`src/rtl/mul_div.sv`:
```
// Iterative RV32M multiply/divide unit: radix-2 shift-add multiply and restoring divide,
// fixed XLEN+1 cycle latency with valid/ready request and response handshakes.
module mul_div #(
    parameter int unsigned XLEN = 32
) (
    input  logic            clk,
    input  logic            reset_n,
    input  logic            req_valid,
    output logic            req_ready,
    input  logic [2:0]      req_op,
    input  logic [XLEN-1:0] req_in1,
    input  logic [XLEN-1:0] req_in2,
    input  logic            kill,
    output logic            resp_valid,
    input  logic            resp_ready,
    output logic [XLEN-1:0] resp_result
);

    localparam int unsigned CntW = $clog2(XLEN);

    localparam logic [2:0] OpMul    = 3'd0;
    localparam logic [2:0] OpMulh   = 3'd1;
    localparam logic [2:0] OpMulhsu = 3'd2;
    localparam logic [2:0] OpMulhu  = 3'd3;
    localparam logic [2:0] OpDiv    = 3'd4;
    localparam logic [2:0] OpDivu   = 3'd5;
    localparam logic [2:0] OpRem    = 3'd6;
    localparam logic [2:0] OpRemu   = 3'd7;

    typedef enum logic [1:0] {StIdle, StSetup, StCompute, StDone} state_e;

    state_e              state_q, state_d;
    logic [2:0]          op_q, op_d;
    logic [XLEN-1:0]     in1_q, in1_d;
    logic [XLEN-1:0]     in2_q, in2_d;
    logic [XLEN-1:0]     opnd_q, opnd_d;
    logic [XLEN-1:0]     result_q, result_d;
    logic [2*XLEN-1:0]   acc_q, acc_d;
    logic [CntW-1:0]     cnt_q, cnt_d;
    logic                neg_q, neg_d;
    logic                rem_neg_q, rem_neg_d;

    logic                is_mul;
    logic                sign1_en, sign2_en;
    logic                in1_neg, in2_neg;
    logic [XLEN-1:0]     abs1, abs2;
    logic                div_zero;
    logic [XLEN:0]       add_sum;
    logic [XLEN:0]       shifted;
    logic [XLEN:0]       diff;
    logic                ge;
    logic [XLEN-1:0]     rem_new;
    logic [2*XLEN-1:0]   step;
    logic [2*XLEN-1:0]   prod_fix;
    logic [XLEN-1:0]     quo, rem;
    logic [XLEN-1:0]     final_res;

    // Operand conditioning, evaluated from the captured request during SETUP.
    always_comb begin
        is_mul   = ~op_q[2];
        sign1_en = (op_q == OpMul) || (op_q == OpMulh) || (op_q == OpMulhsu) ||
                   (op_q == OpDiv) || (op_q == OpRem);
        sign2_en = (op_q == OpMul) || (op_q == OpMulh) || (op_q == OpDiv) || (op_q == OpRem);
        in1_neg  = sign1_en & in1_q[XLEN-1];
        in2_neg  = sign2_en & in2_q[XLEN-1];
        abs1     = in1_neg ? -in1_q : in1_q;
        abs2     = in2_neg ? -in2_q : in2_q;
        div_zero = (in2_q == '0);
    end

    // One iteration. acc holds {product_hi, multiplier} or {remainder, dividend/quotient}.
    always_comb begin
        add_sum = {1'b0, acc_q[2*XLEN-1:XLEN]} + (acc_q[0] ? {1'b0, opnd_q} : '0);
        shifted = {acc_q[2*XLEN-1:XLEN], acc_q[XLEN-1]};
        diff    = shifted - {1'b0, opnd_q};
        ge      = (shifted >= {1'b0, opnd_q});
        rem_new = ge ? diff[XLEN-1:0] : shifted[XLEN-1:0];
        if (is_mul) begin
            step = {add_sum, acc_q[XLEN-1:1]};
        end else begin
            step = {rem_new, acc_q[XLEN-2:0], ge};
        end
    end

    // Sign correction of the value produced by the final iteration.
    always_comb begin
        prod_fix = neg_q ? -step : step;
        quo      = step[XLEN-1:0];
        rem      = step[2*XLEN-1:XLEN];
        case (op_q)
            OpMul:                     final_res = prod_fix[XLEN-1:0];
            OpMulh, OpMulhsu, OpMulhu: final_res = prod_fix[2*XLEN-1:XLEN];
            OpDiv, OpDivu:             final_res = neg_q ? -quo : quo;
            OpRem, OpRemu:             final_res = rem_neg_q ? -rem : rem;
            default:                   final_res = '0;
        endcase
    end

    always_comb begin
        state_d    = state_q;
        op_d       = op_q;
        in1_d      = in1_q;
        in2_d      = in2_q;
        opnd_d     = opnd_q;
        acc_d      = acc_q;
        cnt_d      = cnt_q;
        neg_d      = neg_q;
        rem_neg_d  = rem_neg_q;
        result_d   = result_q;
        req_ready  = 1'b0;
        resp_valid = 1'b0;

        unique case (state_q)
            StIdle: begin
                req_ready = ~kill;
                if (req_valid && !kill) begin
                    op_d    = req_op;
                    in1_d   = req_in1;
                    in2_d   = req_in2;
                    state_d = StSetup;
                end
            end
            StSetup: begin
                opnd_d    = is_mul ? abs1 : abs2;
                acc_d     = {{XLEN{1'b0}}, (is_mul ? abs2 : abs1)};
                cnt_d     = CntW'(XLEN - 1);
                // A zero divisor yields an all-ones quotient that must not be negated.
                neg_d     = (in1_neg ^ in2_neg) & (is_mul | ~div_zero);
                rem_neg_d = in1_neg;
                state_d   = StCompute;
            end
            StCompute: begin
                acc_d = step;
                if (cnt_q == '0) begin
                    result_d = final_res;
                    state_d  = StDone;
                end else begin
                    cnt_d = cnt_q - 1'b1;
                end
            end
            StDone: begin
                resp_valid = 1'b1;
                if (resp_ready) begin
                    state_d = StIdle;
                end
            end
        endcase

        if (kill) begin
            state_d = StIdle;
        end
    end

    always_ff @(posedge clk or negedge reset_n) begin
        if (!reset_n) begin
            state_q   <= StIdle;
            op_q      <= '0;
            in1_q     <= '0;
            in2_q     <= '0;
            opnd_q    <= '0;
            acc_q     <= '0;
            cnt_q     <= '0;
            neg_q     <= 1'b0;
            rem_neg_q <= 1'b0;
            result_q  <= '0;
        end else begin
            state_q   <= state_d;
            op_q      <= op_d;
            in1_q     <= in1_d;
            in2_q     <= in2_d;
            opnd_q    <= opnd_d;
            acc_q     <= acc_d;
            cnt_q     <= cnt_d;
            neg_q     <= neg_d;
            rem_neg_q <= rem_neg_d;
            result_q  <= result_d;
        end
    end

    assign resp_result = result_q;

endmodule

```
`config.mk`:
```
export PLATFORM = sky130hd
export DESIGN_NAME = mul_div
export DESIGN_NICKNAME = d
export VERILOG_FILES = /design/src/rtl/mul_div.sv
export SDC_FILE = /design/constraint.sdc
export NUM_CORES = 1
export LEC_CHECK = 0
export CORE_MARGIN = 2
export CORE_UTILIZATION = 52
export CTS_BUF_LIST = sky130_fd_sc_hd__clkbuf_8 sky130_fd_sc_hd__clkbuf_16
export CTS_CLUSTER_DIAMETER = 120
export DETAILED_ROUTE_END_ITERATION = 8
export PLACE_DENSITY = 0.71
export SYNTH_ARGS = -nofsm -noshare
export SYNTH_HDL_FRONTEND = slang
export SYNTH_SLANG_ARGS = --single-unit
```
`constraint.sdc`:
```
create_clock -name clk -period 12.3 [get_ports clk]
set_input_delay 1.23 -clock clk [delete_from_list [all_inputs] [get_ports clk]]
set_output_delay 1.23 -clock clk [all_outputs]
set_load 0.02 [all_outputs]
```
==> results of run 1 <==
cell families after synthesis:
| logic type | synth area share, % |
|---|---|
| mux | 14.0 |
| compound gates | 20.9 |
| buf+inv | 4.85 |
| simple gates | 17.9 |
| xor+xnor | 8.89 |
| flops | 28.2 |
| fa+ha+maj | 5.40 |
metrics by stage:
stage	total power, uW	setup slack [ps]
floorplan	4530	7160
global placement	5770	6310
detailed placement	5860	6260
CTS	6600	6220
global route	7150	5740
finish	6750	6190
how the worst max path moves through the flow:
stage                         start              end  slack, ps  depth (start not counted)
after floorplan           acc_q[61]  resp_result[22]       7160                         19
after global placement      op_q[2]  resp_result[22]       6310                         14
after detailed placement    op_q[2]  resp_result[22]       6260                         14
after CTS                   op_q[2]  resp_result[22]       6220                         14
after global routing        op_q[2]  resp_result[22]       5740                         15
final                       op_q[2]  resp_result[22]       6190                         15
report_power, final:
part           leakage, uW  internal [uW]  total [uW]  switching [uW]
sequential         0.00254            942        1300             360
combinational      0.00524           1810        4730            2930
clock             0.000399            406         715             309
layout by cell type (no fill, tap or decap), types with 26 or more instances in the layout:
cell	instances
mux2_2	106
nand4_1	33
dfrtp_1	203
nand3_1	44
or3_1	27
o21ai_0	149
xor2_1	74
clkdlybuf4s50_1	104
and2_1	40
mux4_2	28
o22ai_1	37
o31ai_1	36
mux2i_1	69
nor3_1	45
nand2_1	183
ha_1	72
nor2_1	159
xnor2_1	110
nand2b_1	26
a21oi_1	143
inv_1	104
state kept, by name, indices dropped and copies added (netlist names):
register,count
acc_q,64
cnt_q,5
in1_q,32
in2_q,32
neg_q,1
op_q,3
opnd_q,32
rem_neg_q,1
resp_result,32
state_q,2
metal layers:
layer  GRT usage, %  vias to the layer above  routed length (um)
met5              0                        -                  14
met4           16.4                        2                3170
met3           5.83                      190                5600
met2           53.3                      956               27500
met1           45.7                     8326               25400
li1               -                     7830                   -
critical path, stage by stage, from the launching register on:
cell and delay, ps:
dfrtp_4 790, buf_4 610, buf_4 780, a41oi_1 460, inv_1 180, ha_1 210, nand2_1 80, or3b_1 470
or4_1 620, or2_1 340, or3_1 410, o41ai_1 410, xnor2_1 160, a21oi_1 80, a221oi_1 220, o21ai_1 100
cell type report:
class | count | area share, %
multi-input combinational | 1694 | 60.0
sequential | 204 | 25.2
tap | 455 | 2.81
antenna | 1 | 0.0124
clock inverter | 14 | 0.402
timing repair buffer | 130 | 6.13
clock buffer | 31 | 3.50
inverter | 103 | 1.91
==> qor.csv, run 1 <==
stage,metric,value,unit
yosys,synth top area cells,"dfrtp_1 (28%), mux2_2 (6.6%), xnor2_1 (5.3%), ha_1 (5.2%), o21ai_0 (4.1%)",
cells_and_area,P&R area growth vs syn,11.7,%
floorplan,Die Ht,191,um
grt,gr usage total,34.0,%
hold_path,HP Start,resp_result[10],
cells_and_area,post-route cell area,20300,sq um
floorplan,Initial Util,52.6,%
routing,DRC Markers,0,
critical_path,CP Data Arrival Time,6540,ps
sta,setup TNS,0,ps
cts,hold buffers post-CTS,0,
routing,Via Count,17300,
floorplan,I/O Pins,106,
cts,clock root cell,clkbuf_16,
sta,RSZ-0062 raised after global routing,false,
sta,Pins Over Slew Limit,0,
cts,Sink Count,204,
placed_design,port bufs,105,
sta,final worst path period need,6110,ps
cells_and_area,Non-Filler Instances,2632,
power,maximum VDD drop,0.158,mV
grt,global-route wire length before repair,96.0,mm
cts,clk slew on worst S/H paths,60,ps
sta,Max Clk Rate,164,MHz
critical_path,R2R depth,15,
yosys,Post-Syn Area,18100,sq um
yosys,Yosys top cell area share,28.2,%
cells_and_area,Final #Nets,2307,
hold_path,hold crit path type,flop to flop,
yosys,synthesized area per cell,8.54,sq um
routing,drt wl/cell,23.5,um
hold_path,Hold Path Depth,2,
cts,Clock Latency Late Sink,550,ps
critical_path,CP startpoint kind,flop,
placed_design,HPWL after DPL,46.3,mm
yosys,"count leader, synth",dfrtp_1,
critical_path,crit path kind,flop to flop,
yosys,"FF+latch count, synth",204,
cells_and_area,FILL cells,3077,
hold_path,hold worst-path end,resp_result[10],
routing,DRT Wirelength,61.7,mm
grt,grt ovf,0,
yosys,synth cell count leaders,"dfrtp_1 (204), nand2_1 (184), nor2_1 (159)",
floorplan,die area,36400,sq um
cells_and_area,Final Core Density,58.8,%
grt,antenna violations before repair,1,
yosys,predominant post-synthesis flop cell,dfrtp_1,
critical_path,Setup crit end kind,flop,
yosys,Post-synth EDFFs,0,
sta,crit share post-route,49.7,%
cts,PostCTS Resize Cnt,0,
yosys,ys async rst share,100,%
cells_and_area,fraction of layout cells with a size suffix above 1,11.9,%
outcome,run status,finished clean,
cells_and_area,Reg area,5110,sq um
critical_path,critical path required time,12730,ps
yosys,Cell variety after synth,95,
grt,largest net degree at the start of global routing,83,
sta,Final Hold Violating Endpoints,0,
floorplan,row cnt,68,
placed_design,gpl congestion,1.02,
placed_design,placed insts,2586,
cts,Num CTS Buffers,25,
routing,DR iter-0 viols,2236,
critical_path,r2r startpoint,op_q[2],
grt,vias in the first global route,16700,
power,LEAKAGE,0.00817,uW
sta,actual slew at the worst max-slew pin,1130,ps
yosys,synth warn,0,
cells_and_area,multi-input logic area,12200,sq um
cts,Post-CTS Setup Bufs,0,
routing,"antenna viol nets, final",0,
routing,via-per-instance ratio,6.57,
floorplan,Die X,191,um
critical_path,"Max FO, Critical Path",69,
critical_path,worst r2r dst,resp_result[22],
sta,Hold Slack,470,ps
flow_run,Max Cap Violations,0,
cts,CTS tree,yes,
power,power density cells,333,nW/um^2
yosys,"Seq/Total Area, Yosys",28.2,%
critical_path,reg2reg setup slack,6190,ps
floorplan,Core ar.,34500,sq um
yosys,Syn Nets,2272,
sta,Worst slew margin,24.5,%
yosys,Yosys top cell by area,dfrtp_1,
yosys,cells after synthesis,2123,
sta,worst clock skew,10.1,ps
cts,H-tree depth,1,
routing,first-pass iteration count of the detailed router,8,
cts,CTS Buffer Depth,3,
sta,final number of setup-violating endpoints,0,
placed_design,placed cell areas,19500,sq um
No activity file was read; power rests on OpenSTA's default activity.
==> inputs of run 2 (changes only) <==
Settings changed: PLACE_DENSITY 0.71 to 0.74.
Clock period 12.3 ns to 5.02 ns, I/O delays scaled along.
==> qor.csv, run 2 (synthesis gave the netlist of run 1 again) <==
stage,metric,value,unit,change
cts,CTS tree,yes,,
hold_path,hold crit path type,input port to asynchronous set/reset pin,,
sta,RSZ-0062 raised after global routing,true,,
floorplan,I/O Pins,106,,unchanged
cells_and_area,most frequent cells in the layout,"dfrtp_1 (203), nand2_1 (182), nor2_1 (159), buf_4 (155), o21ai_0 (147)",,
routing,Via Count,18000,,+4.0%
routing,DRT Wirelength,64.1,mm,+3.8%
cts,Num CTS Buffers,25,,unchanged
cells_and_area,P&R area growth vs syn,18.5,%,
power,maximum VDD drop,0.415,mV,+160%
sta,final worst path period need,4980,ps,-1130 ps
sta,Hold Slack,40.7,ps,-430 ps
grt,gr usage total,35.2,%,+1.2 points
floorplan,row cnt,68,,unchanged
power,power share of the sequential group,17.8,%,-1.5 points
cts,Sink Count,204,,unchanged
flow_run,Max Cap Violations,0,,unchanged
cts,CTS Buffer Depth,3,,unchanged
routing,drt wl/cell,23.2,um,-1.2%
sta,Final Hold Violating Endpoints,0,,unchanged
placed_design,dpl ws,-11.7,ps,-6280 ps
sta,worst clock skew,15.9,ps,+5.80 ps
sta,crit share post-route,99.2,%,+50 points
grt,grt ovf,0,,unchanged
power,LEAKAGE,0.00890,uW,+8.9%
sta,Pins Over Slew Limit,0,,unchanged
power,power density cells,827,nW/um^2,+150%
sta,actual slew at the worst max-slew pin,1440,ps,+306 ps
routing,via-per-instance ratio,6.51,,-0.92%
routing,DR iter-0 viols,2154,,-3.7%
critical_path,"Max FO, Critical Path",14,,-80%
grt,vias in the first global route,17700,,+5.6%
placed_design,placed insts,2716,,+5.0%
cells_and_area,Final #Nets,2442,,+5.9%
cells_and_area,Antenna Diode Count,0,,-1
floorplan,Die Ht,191,um,unchanged
critical_path,reg2reg setup slack,40,ps,-6150 ps
cells_and_area,max reg flops,64,,unchanged
grt,largest net degree at the start of global routing,116,,+40%
cts,H-tree depth,1,,unchanged
cells_and_area,fraction of layout cells with a size suffix above 1,17.9,%,+5.9 points
sta,Max Clk Rate,201,MHz,+23%
routing,first-pass iteration count of the detailed router,6,,-2
cts,clk slew on worst S/H paths,60,ps,about the same
power,combinational share of power,72.7,%,+2.6 points
cells_and_area,Non-Filler Instances,2764,,+5.0%
cells_and_area,post-route cell area,21500,sq um,+6.0%
power,Pint,8550,uW,+170%
outcome,run status,finished clean,,
cts,Clock Latency Late Sink,550,ps,about the same
critical_path,crit path kind,flop to flop,,
routing,DRC Markers,0,,unchanged
floorplan,Initial Util,52.6,%,unchanged
floorplan,die area,36400,sq um,unchanged
critical_path,Setup crit end kind,flop,,
sta,Worst slew margin,2.95,%,-22 points
placed_design,gpl congestion,1.04,,+1.6%
grt,antenna violations before repair,1,,unchanged
critical_path,critical path required time,5420,ps,-7310 ps
critical_path,crit-path cells,"ha_1, buf_4, nand4_1, or3_1, nor3_4, a31oi_2, buf_4, nand4_1, a31oi_1, nor4_2, nand2_1, o31ai_1, xnor2_1, a21o_1, a222oi_1, buf_4, o21ai_0",,
critical_path,critical path's most frequent cell,buf_4,,
floorplan,Die X,191,um,unchanged
floorplan,Core ar.,34500,sq um,unchanged
placed_design,HPWL after DPL,49.1,mm,+6.1%
critical_path,critical path's slowest cell,a222oi_1,,
cells_and_area,largest register by flop count,acc_q,,
critical_path,crit-path max cell delay,560,ps,-230 ps
grt,global-route wire length before repair,99.6,mm,+3.8%
routing,"antenna viol nets, final",0,,unchanged
cells_and_area,"commonest non-fill, non-tap cell in the layout",dfrtp_1,,
placed_design,placed cell areas,20500,sq um,+5.4%
power,Switch Pwr,9220,uW,+160%
critical_path,CP startpoint kind,flop,,
placed_design,port bufs,105,,unchanged
sta,final number of setup-violating endpoints,0,,unchanged
cts,clock root cell,clkbuf_16,,
sta,final worst setup slack,38.7,ps,-6150 ps
power,clock network fraction of total power,9.5,%,-1.1 points
power,Sw Share,51.9,%,-1.3 points
critical_path,CP Data Arrival Time,5380,ps,-1160 ps
run 2: cell types whose count changed in the layout (fill, tap and decap cells not counted), sizes merged, moves of 3 or more:
cell and delta:
buf +135, clkbuf -6, inv +5, clkinvlp -3
run 2: area by class of cell:
class	instances	area (sq um)
multi-input combinational	1694	12400
inverter	103	387
timing repair buffer	265	2320
clock buffer	25	626
tap	455	569
clock inverter	18	110
sequential	204	5110
fill	2979	13000
run 2: final timing paths:
| check | startpoint | endpoint | cells past startpoint |
|---|---|---|---|
| hold / removal | reset_n | opnd_q[11] | 1 |
| hold reg to reg | resp_result[10] | resp_result[10] | 2 |
| max in group asynchronous | reset_n | in1_q[29] | 2 |
| min in group clk | resp_result[10] | resp_result[10] | 2 |
| setup / recovery | acc_q[54] | resp_result[14] | 17 |
| setup reg to reg | acc_q[54] | resp_result[14] | 17 |
run 2: critical path, delay by kind of cell (launching register included):
| kind | cells | cell delay (ps) |
|---|---|---|
| flops | 1 | 420 |
| xor+xnor | 1 | 140 |
| compound gates | 6 | 1610 |
| simple gates | 6 | 1680 |
| buf+inv | 3 | 620 |
| fa+ha+maj | 1 | 340 |
run 2: per-layer routing:
| layer | wire length [um] | track usage, % | vias to the layer above |
|---|---|---|---|
| met4 | 3270 | 16.1 | 0 |
| met2 | 29300 | 56.9 | 929 |
| met3 | 5570 | 5.15 | 199 |
| met5 | 0 | 0 | - |
| met1 | 26000 | 46.8 | 8761 |
| li1 | - | - | 8115 |
run 2: through the flow:
| stage | setup TNS, ps | util [%] | power, uW |
|---|---|---|---|
| after floorplan | 0 | - | 11100 |
| after global placement | 0 | 59.5 | 15100 |
| after detailed placement | -11.7 | 59.5 | 15400 |
| after CTS | 0 | 61.7 | 17200 |
| after global routing | -31.2 | 62.3 | 18800 |
| final | 0 | 62.3 | 17800 |
run 2: repair_timing:
item,in CTS,in global routing
gates resized for setup,3,34
buffers inserted,0,5
endpoints found under the setup margin,2,17
pin swaps,1,9
hold buffers,0,0
run 2: power by group through the flow:
stage	registers (uW)	logic [uW]	clock network, uW
global placement	3110	12000	0
global route	3260	13700	1770
detailed placement	3140	12300	0
CTS	3130	12300	1710
floorplan	2820	8300	0
finish	3160	12900	1690
